[config.mk]
export PLATFORM = sky130hd
export DESIGN_NAME = control_sequencer
export DESIGN_NICKNAME = d
export VERILOG_FILES = /design/src/rtl/control_sequencer.sv
export SDC_FILE = /design/constraint.sdc
export NUM_CORES = 1
export LEC_CHECK = 0
export CORE_AREA = 2 2 39 41
export DETAILED_ROUTE_END_ITERATION = 12
export DIE_AREA = 0 0 41 43
export DONT_BUFFER_PORTS = 1
export GPL_ROUTABILITY_DRIVEN = 0
export PLACE_DENSITY = 0.7
export SYNTH_ARGS = -nofsm -noshare
export SYNTH_HDL_FRONTEND = slang
export SYNTH_SLANG_ARGS = --single-unit
export TNS_END_PERCENT = 5
[constraint.sdc]
create_clock -name clk -period 1.9 [get_ports clk]
set_input_delay 0.38 -clock clk [delete_from_list [all_inputs] [get_ports clk]]
set_output_delay 0.38 -clock clk [all_outputs]
set_load 0.02 [all_outputs]
[src/rtl/control_sequencer.sv]
// Microcoded control sequencer: T-state counter, flags register and combinational control word.
// Optional SEQ_EARLY_END_EN: an all-zero word at T2 or later ends the instruction early.
module control_sequencer #(
  parameter int OPW   = 4,
  parameter int NSTEP = 5
) (
  input  logic           clk,
  input  logic           clr,
  input  logic [OPW-1:0] ir,
  input  logic           cf,
  input  logic           zf,
  output logic [15:0]    ctl,
  output logic           eo_,
  output logic           su,
  output logic           fi_,
  output logic [2:0]     step,
  output logic           cf_q,
  output logic           zf_q
);

  localparam logic [2:0] LastStep = 3'(NSTEP - 1);

  localparam logic [15:0] WFetch0 = 16'h4004;
  localparam logic [15:0] WFetch1 = 16'h1408;
  localparam logic [15:0] WIoMi   = 16'h4800;
  localparam logic [15:0] WRoAi   = 16'h1200;
  localparam logic [15:0] WRoBi   = 16'h1020;
  localparam logic [15:0] WAdd    = 16'h0281;
  localparam logic [15:0] WSub    = 16'h02C1;
  localparam logic [15:0] WAoRi   = 16'h2100;
  localparam logic [15:0] WIoAi   = 16'h0A00;
  localparam logic [15:0] WJump   = 16'h0802;
  localparam logic [15:0] WOut    = 16'h0110;
  localparam logic [15:0] WHalt   = 16'h8000;

  logic [2:0] step_q, step_d;
  logic       cf_d, zf_d;
  logic [3:0] op;

  // Opcodes above 15 (only possible when OPW > 4) decode as NOP.
  always_comb begin
    op = 4'd0;
    if (32'(ir) < 32'd16) op = 4'(ir);
  end

  always_comb begin
    ctl = 16'h0000;
    unique case (step_q)
      3'd0: ctl = WFetch0;
      3'd1: ctl = WFetch1;
      3'd2: begin
        case (op)
          4'd1, 4'd2, 4'd3, 4'd4: ctl = WIoMi;
          4'd5:  ctl = WIoAi;
          4'd6:  ctl = WJump;
          4'd7:  ctl = cf_q ? WJump : 16'h0000;
          4'd8:  ctl = zf_q ? WJump : 16'h0000;
          4'd14: ctl = WOut;
          4'd15: ctl = WHalt;
          default: ctl = 16'h0000;
        endcase
      end
      3'd3: begin
        case (op)
          4'd1:       ctl = WRoAi;
          4'd2, 4'd3: ctl = WRoBi;
          4'd4:       ctl = WAoRi;
          default:    ctl = 16'h0000;
        endcase
      end
      3'd4: begin
        case (op)
          4'd2:    ctl = WAdd;
          4'd3:    ctl = WSub;
          default: ctl = 16'h0000;
        endcase
      end
      default: ctl = 16'h0000;
    endcase
  end

  assign eo_  = ~ctl[7];
  assign su   = ctl[6];
  assign fi_  = ~ctl[0];
  assign step = step_q;

  always_comb begin
    step_d = step_q;
    if (!ctl[15]) begin
`ifdef SEQ_EARLY_END_EN
      if (step_q >= 3'd2 && ctl == 16'h0000) begin
        step_d = 3'd0;
      end else
`endif
      if (step_q == LastStep) begin
        step_d = 3'd0;
      end else begin
        step_d = step_q + 3'd1;
      end
    end
  end

  always_comb begin
    cf_d = cf_q;
    zf_d = zf_q;
    if (ctl[0]) begin
      cf_d = cf;
      zf_d = zf;
    end
  end

  always_ff @(posedge clk) begin
    if (clr) begin
      step_q <= 3'd0;
      cf_q   <= 1'b0;
      zf_q   <= 1'b0;
    end else begin
      step_q <= step_d;
      cf_q   <= cf_d;
      zf_q   <= zf_d;
    end
  end

endmodule

Word-level counts from Yosys, hierarchy flattened
Index checks and enable logic that the tools add are counted.
W data, S select, Z words.
- reduce and logical (&&, ||, !) cells: 3
- eq/ne operators: 14
- bitwise operators: 2
- add/sub/neg operators: 1
- multiplexer cells: 7
- operators with widths (kind ; number):
    $pmux W16 S7 ; 1
    $pmux W16 S5 ; 1
    $pmux W14 S3 ; 1
    $mux W12 ; 2
    $pmux W10 S2 ; 1
    $eq A4 B3 Y1 const B ; 4
    $eq A4 B4 Y1 const B ; 3
    $eq A4 B2 Y1 const B ; 2
    $eq A3 B2 Y1 const B ; 2
    $eq A4 B1 Y1 const B ; 1
    $reduce_or A4 Y1 ; 1
    $add A3 B1 Y3 const B ; 1
    $eq A3 B1 Y1 const B ; 1
    $eq A3 B3 Y1 const B ; 1
    $logic_not A3 Y1 ; 1
    $mux W3 ; 1
    $not A1 Y1 ; 2
    $reduce_or A2 Y1 ; 1
- logic and storage cells: 30
- bits in registers: 5

Logic depth before layout (Yosys ltp)
Gate-level depths: netlist (run 1).
- word-level depth: 5
- gate-level depth with buffers: 6

Worst setup path after synthesis (run 1)
OpenSTA, ideal clock, no wires.
- kind: reg-to-output
- start: register step_q[1] (netlist: step[1])
- end: output port ctl[8]
- data required time: 1.520 ns
- cell stages (with the launch flop): 5
- setup slack: -0.289 ns
- arrival: 1.809 ns
- path through: dfxtp_1 -> ha_1 -> nand4b_1 -> nor3b_1 -> o21bai_1
- cells in the longest elaborated chain, start to end: 2
- elaborated cells between the ends (all ways): 6
- those cells by class: 4 x eq/ne; 1 x mux; 1 x reduce/logical
- ends and longest elaborated chain (what ; line ; text):
    from (decl) ; 36 ; logic [2:0] step_q, step_d;
    from (signal assigned) ; 118 ; step_q <= step_d;
    $eq A3 B3 Y1, or another cell as far along ; 48 ; unique case (step_q)
    $pmux W16 S5 * ; 48 ;
    to (decl) ; 12 ; output logic [15:0] ctl,
Mark *: on every way between the ends. The rest lies on a longest branch, timed or not.

Worst setup path in the final report (run 1)
- start: register step_q[1] (netlist: step[1])
- end: output port ctl[9]
The elaborated chain is that of the path after synthesis.

==> results.json, run 1 <==
{
  "track_usage": 0.188,
  "cts_buffers": 3,
  "relSlewSlack": 0.743,
  "cp.depth": 5,
  "post-dp-hpwl_mm": 1.22,
  "slew_viol_final": 0,
  "std_cell_rows": 14,
  "critical_path_class": "reg -> out",
  "cts_hold_buf": 0,
  "yosysSeqAreaShare": 0.179,
  "syn_area_um2": 559,
  "violations": "negative setup slack",
  "grt_overflow_total": 0,
  "drt_iter0_drc": 11,
  "grt_max_degree": 16,
  "setup_violations": 6,
  "critical_path.max_fanout": 4,
  "slowest_delay_ns": 0.52,
  "rsz0062_at_grt": "yes",
  "dr.pass1.iters": 4,
  "ctsHtreeMaxLevel": 1,
  "routed_via_density": 5.82,
  "period_minus_slack_ns": 2.12,
  "final_cell_area_um2": 781,
  "area_growth_pct": 39.6,
  "initial_core_util": 0.404,
  "ys.flop_type": "dfxtp_1",
  "drive_gt1_frac": 0.432,
  "synth_most_common_cell": "inv_1",
  "dieArea_um2": 1760,
  "die_y_um": 43,
  "cp_top_family": "simple AND/OR/NAND/NOR gates",
  "fin_skew_ns": 0.00117,
  "clk_pin_slew_worst_paths_ns": 0.04,
  "cts_buffer_depth": 2,
  "yosysTopAreaCell": "dfxtp_1",
  "syn_inst": 75,
  "multi_input_area_um2": 480,
  "antenna_cells": 0,
  "min_path_type": "in -> reg",
  "coreArea_um2": 1380,
  "fin_cells": 104,
  "cts_root_buffer": "clkbuf_4",
  "ios": 32,
  "drv_cap": 0,
  "dp_cells": 100,
  "power_density_nw_per_um2": 605,
  "postCtsSetupBuffers": 0,
  "synth-edff-count": 0,
  "crit_required_ns": 1.52,
  "max_freq_ghz": 0.472,
  "nets": 102,
  "die-width_um": 41,
  "worst_path_max_delay_cell": "or4_4",
  "port_buffers": 0,
  "detail-route-antenna-nets": 0,
  "setup_ws_ns": -0.220,
  "grt_pass1_vias": 536,
  "crit_buf_inv": 1,
  "ys_seq_elements": 5,
  "syn_nets": 88,
  "vias": 605,
  "wl_mm": 1.55,
  "reg2reg_depth": 7,
  "status": "finished with violations",
  "nFillCells": 131,
  "seqCellArea_um2": 109,
  "yosysWarnings": 0,
  "netlist.area_leader.share": 0.179,
  "insertion_delay_ns": 0.24,
  "postSynthAreaPerCell_um2": 7.46,
  "hold_violations": 0,
  "drc": 0,
  "hold_path_depth": 1,
  "synth_cell_types": 32,
  "grt_pass1_wl_mm": 2.30,
  "cts_tree": "done",
  "async_flop_share": 0,
  "power_leakage_nw": 0.319,
  "start_kind": "flop",
  "antenna_found_initial": 0,
  "finalCritPeriodShare": 1.12,
  "wl_per_cell_um": 14.9,
  "placed_cell_area_um2": 683,
  "crit_chain": "inv_2 > ha_4 > or4_4 > o211a_1 > a41o_1",
  "worst_pin_slew_ns": 0.384,
  "synthTopCellsByArea": "dfxtp_1 (18%), ha_1 (11%), nand3_1 (5.4%)",
  "synthTopCellsByCount": "inv_1 (7), nand3_1 (6)",
  "worst_ir_drop_vdd_uv": 429,
  "end_kind": "primary output",
  "cts_sinks": 5,
  "worstPathArrival_ns": 1.74
}
==> stage by stage <==
| step | setup WS [ns] | total power, mW | TNS, ns | util | hold slack, ns |
|---|---|---|---|---|---|
| finish | -0.220 | 0.472 | -0.681 | 0.564 | 0.199 |
| global route | -0.283 | 0.506 | -1.27 | 0.564 | 0.186 |
| CTS | -0.272 | 0.468 | -0.769 | 0.544 | 0.191 |
| detailed placement | -0.0430 | 0.328 | -0.0817 | 0.494 | 0.445 |
| global placement | -0.00996 | 0.321 | -0.0155 | 0.494 | 0.441 |
| floorplan | -0.0554 | 0.271 | -0.0554 | - | 0.439 |
==> worst paths after layout <==
path / slack, ns / startpoint / to
worst min register to register: 0.59 / cf_q$_SDFFE_PP0P_ / cf_q$_SDFFE_PP0P_
worst max-delay path: -0.22 / step[1]$_SDFFE_PP0N_ / ctl[9]
worst max register to register: 0.46 / step[0]$_SDFFE_PP0N_ / step[0]$_SDFFE_PP0N_
worst min-delay path: 0.20 / clr / step[1]$_SDFFE_PP0N_
==> kinds of logic (layout without fill, tap and decap cells) <==
| family | count (synthesis) | after routing | synth area share |
|---|---|---|---|
| fa+ha+maj | 5 | 5 | 0.112 |
| simple gates | 33 | 33 | 0.353 |
| flops | 5 | 5 | 0.179 |
| xor+xnor | 1 | 1 | 0.0157 |
| buf+inv | 13 | 26 | 0.116 |
| compound gates | 18 | 18 | 0.224 |
==> where the power goes <==
group	switching (mW)	internal, mW	leakage [nW]
sequential	0.0161	0.116	0.0425
clock	0.0395	0.0791	0.0150
combinational	0.120	0.102	0.261
total	0.175	0.297	0.319
==> worst reg2reg max path: cells and delay by family (launching register included) <==
family | cells | cell delay [ns]
fa+ha+maj | 1 | 0.20
flops | 1 | 0.36
simple gates | 1 | 0.12
compound gates | 2 | 0.27
buf+inv | 3 | 0.37
==> state kept, by name, summed over array words and instances, names as in the netlist <==
| name | count |
|---|---|
| step | 3 |
| cf_q | 1 |
| zf_q | 1 |
==> layout make-up <==
type | count | area share
Inverter | 7 | 0.0369
Sequential cell | 5 | 0.139
Tap cell | 16 | 0.0256
Clock buffer | 4 | 0.0337
Multi-Input combinational cell | 57 | 0.615
Timing Repair Buffer | 15 | 0.149
==> cells in the final DEF (no fill, tap or decap), drive strengths merged, types with 2 or more instances in the layout <==
| cell type | n |
|---|---|
| nor2 | 5 |
| a21oi | 5 |
| nand2 | 4 |
| nor3b | 2 |
| clkbuf | 4 |
| nand4b | 2 |
| nand2b | 2 |
| nor2b | 3 |
| and2 | 2 |
| dfxtp | 5 |
| inv | 7 |
| nand3 | 6 |
| ha | 5 |
| o41ai | 2 |
| buf | 15 |
| o21ai | 3 |
| o211ai | 2 |
==> metal layers <==
| metal | up-vias | global-route usage | wire [um] |
|---|---|---|---|
| li1 | 299 | - | - |
| met1 | 275 | 0.213 | 610 |
| met2 | 29 | 0.325 | 804 |
| met3 | 2 | 0.0419 | 118 |
| met4 | 0 | 0.0600 | 11 |
| met5 | - | 0 | 0 |
==> repair_timing <==
| item | 4_1_cts | 5_1_grt |
|---|---|---|
| cloned | 0 | 0 |
| endpoints found under the hold margin | 0 | 0 |
| pin swaps | 4 | 3 |
| resized for setup | 14 | 5 |
| setup endpoints to repair | 11 | 11 |
No activity file was read; power rests on OpenSTA's default activity.
==> run 2: changes to the inputs <==
--- a/config.mk
+++ b/config.mk
@@ -10,7 +10,7 @@
 export DIE_AREA = 0 0 41 43
 export DONT_BUFFER_PORTS = 1
 export GPL_ROUTABILITY_DRIVEN = 0
-export PLACE_DENSITY = 0.7
+export PLACE_DENSITY = 0.67
 export SYNTH_ARGS = -nofsm -noshare
 export SYNTH_HDL_FRONTEND = slang
 export SYNTH_SLANG_ARGS = --single-unit
==> constraint.sdc (replaced) <==
create_clock -name clk -period 2.4 [get_ports clk]
set_input_delay 0.48 -clock clk [delete_from_list [all_inputs] [get_ports clk]]
set_output_delay 0.48 -clock clk [all_outputs]
set_load 0.02 [all_outputs]
==> results.json, run 2 (same netlist as run 1, synthesis figures left out) <==
{
  "area_growth_pct": 14.8,
  "die-width_um": 41,
  "cts_buffers": 3,
  "die_y_um": 43,
  "hold_ws_ns": 0.302,
  "final_common_cell": "buf_4",
  "multi_input_area_um2": 399,
  "cts_sinks": 5,
  "clockPowerShare": 0.282,
  "insertion_delay_ns": 0.24,
  "critical_path_class": "reg -> out",
  "final_cell_mix": "buf_4 (9), inv_1 (7)",
  "ctsHtreeMaxLevel": 1,
  "worst_pin_slew_ns": 0.459,
  "max_freq_ghz": 0.421,
  "initial_core_util": 0.404,
  "p_int_mw": 0.211,
  "port_buffers": 0,
  "seqCellArea_um2": 103,
  "combinationalPowerShare": 0.424,
  "cts_buffer_depth": 2,
  "power_leakage_nw": 0.270,
  "coreArea_um2": 1380,
  "p_total_mw": 0.333,
  "largest_reg_flops": 3,
  "min_path_type": "in -> reg",
  "std_cell_rows": 14,
  "critical_path.max_fanout": 5,
  "slew_viol_final": 0,
  "nets": 96,
  "grt_overflow_total": 0,
  "power_switching_share": 0.366,
  "ios": 32,
  "fin_skew_ns": 0.000572,
  "end_kind": "primary output",
  "grt_pass1_vias": 471,
  "routed_via_density": 5.71,
  "drc": 0,
  "hold_path_depth": 1,
  "relSlewSlack": 0.695,
  "share_seq_of_total_power": 0.294,
  "period_minus_slack_ns": 2.37,
  "post-dp-hpwl_mm": 1.10,
  "switchingPower_mw": 0.122,
  "power_density_nw_per_um2": 518,
  "grt_max_degree": 16,
  "nFillCells": 145,
  "cts_hold_buf": 0,
  "antenna_found_initial": 0,
  "finalCritPeriodShare": 0.989,
  "track_usage": 0.156,
  "wl_per_cell_um": 14.0,
  "final_util": 0.464,
  "clk_pin_slew_worst_paths_ns": 0.04,
  "dr.pass1.iters": 4,
  "detail-route-antenna-nets": 0,
  "wl_mm": 1.38,
  "antenna_cells": 0,
  "cts_root_buffer": "clkbuf_4",
  "drv_cap": 0,
  "worstPathArrival_ns": 1.89,
  "hold_violations": 0,
  "grt_pass1_wl_mm": 1.86,
  "start_kind": "flop",
  "dieArea_um2": 1760,
  "reg2reg_depth": 5,
  "drt_iter0_drc": 8,
  "crit_required_ns": 1.92,
  "postCtsSetupBuffers": 0,
  "vias": 560,
  "cts_tree": "done",
  "setup_violations": 0,
  "drive_gt1_frac": 0.207,
  "rsz0062_at_grt": "yes",
  "worst_ir_drop_vdd_uv": 278,
  "status": "completed"
}
==> run 2: cell count changes in the layout (fill, tap and decap cells not counted), moves of 2 or more <==
cell,previous run,this run
dfxtp_4,2,0
buf_4,14,9
ha_4,2,0
ha_1,1,5
inv_1,5,7
ha_2,2,0
nor2_1,3,5
nor2_4,2,0
==> run 2: worst max-delay path, stage by stage, from the launching register on <==
cell and delay [ns]:
dfxtp_2 0.36, inv_1 0.08, ha_1 0.25, or4_4 0.55
o211a_1 0.14, a41o_1 0.28
==> run 2: power by group through the flow <==
stage | clock (mW) | sequential [mW] | combinational [mW]
floorplan | 0 | 0.106 | 0.103
global placement | 0 | 0.0979 | 0.138
detailed placement | 0 | 0.0982 | 0.140
CTS | 0.0985 | 0.0981 | 0.140
global route | 0.104 | 0.0995 | 0.154
finish | 0.0938 | 0.0979 | 0.141
==> run 2: worst paths after layout <==
path | slack, ns | to | start
max | 0.03 | ctl[9] | step[0]$_SDFFE_PP0N_
min | 0.30 | step[0]$_SDFFE_PP0N_ | clr
max reg2reg | 0.92 | step[2]$_SDFFE_PP0N_ | step[0]$_SDFFE_PP0N_
min reg2reg | 0.50 | step[0]$_SDFFE_PP0N_ | step[0]$_SDFFE_PP0N_
==> run 2: metal layers <==
| layer | wire length [um] | vias to the layer above | track usage | part of all wire |
|---|---|---|---|---|
| met4 | 15 | 0 | 0.100 | 0.011 |
| li1 | - | 286 | - | - |
| met2 | 678 | 22 | 0.259 | 0.49 |
| met1 | 580 | 250 | 0.165 | 0.42 |
| met3 | 101 | 2 | 0.0314 | 0.073 |
| met5 | 0 | - | 0 | 0 |
==> run 2: layout make-up <==
| type | instances | area share |
|---|---|---|
| tap | 16 | 0.0312 |
| timing repair buffer | 9 | 0.105 |
| multi-input combinational | 57 | 0.622 |
| clock buffer | 4 | 0.0409 |
| inverter | 7 | 0.0409 |
| sequential | 5 | 0.160 |
==> run 2: per-stage QoR <==
stage          area, um^2  std cells  TNS, ns  setup WS [ns]
3_3_place_gp          608         94        0          0.228
2_1_floorplan         559         75        0         0.0694
6_report              642         98        0         0.0257
3_5_place_dp          608         94        0          0.193
5_1_grt               642         98  -0.0366        -0.0366
4_1_cts               637         98        0         0.0156
==> run 2: timing repair <==
| action | CTS | global route |
|---|---|---|
| pin swaps | 1 | 0 |
| setup endpoints to repair | 2 | 2 |
| resized for setup | 2 | 1 |
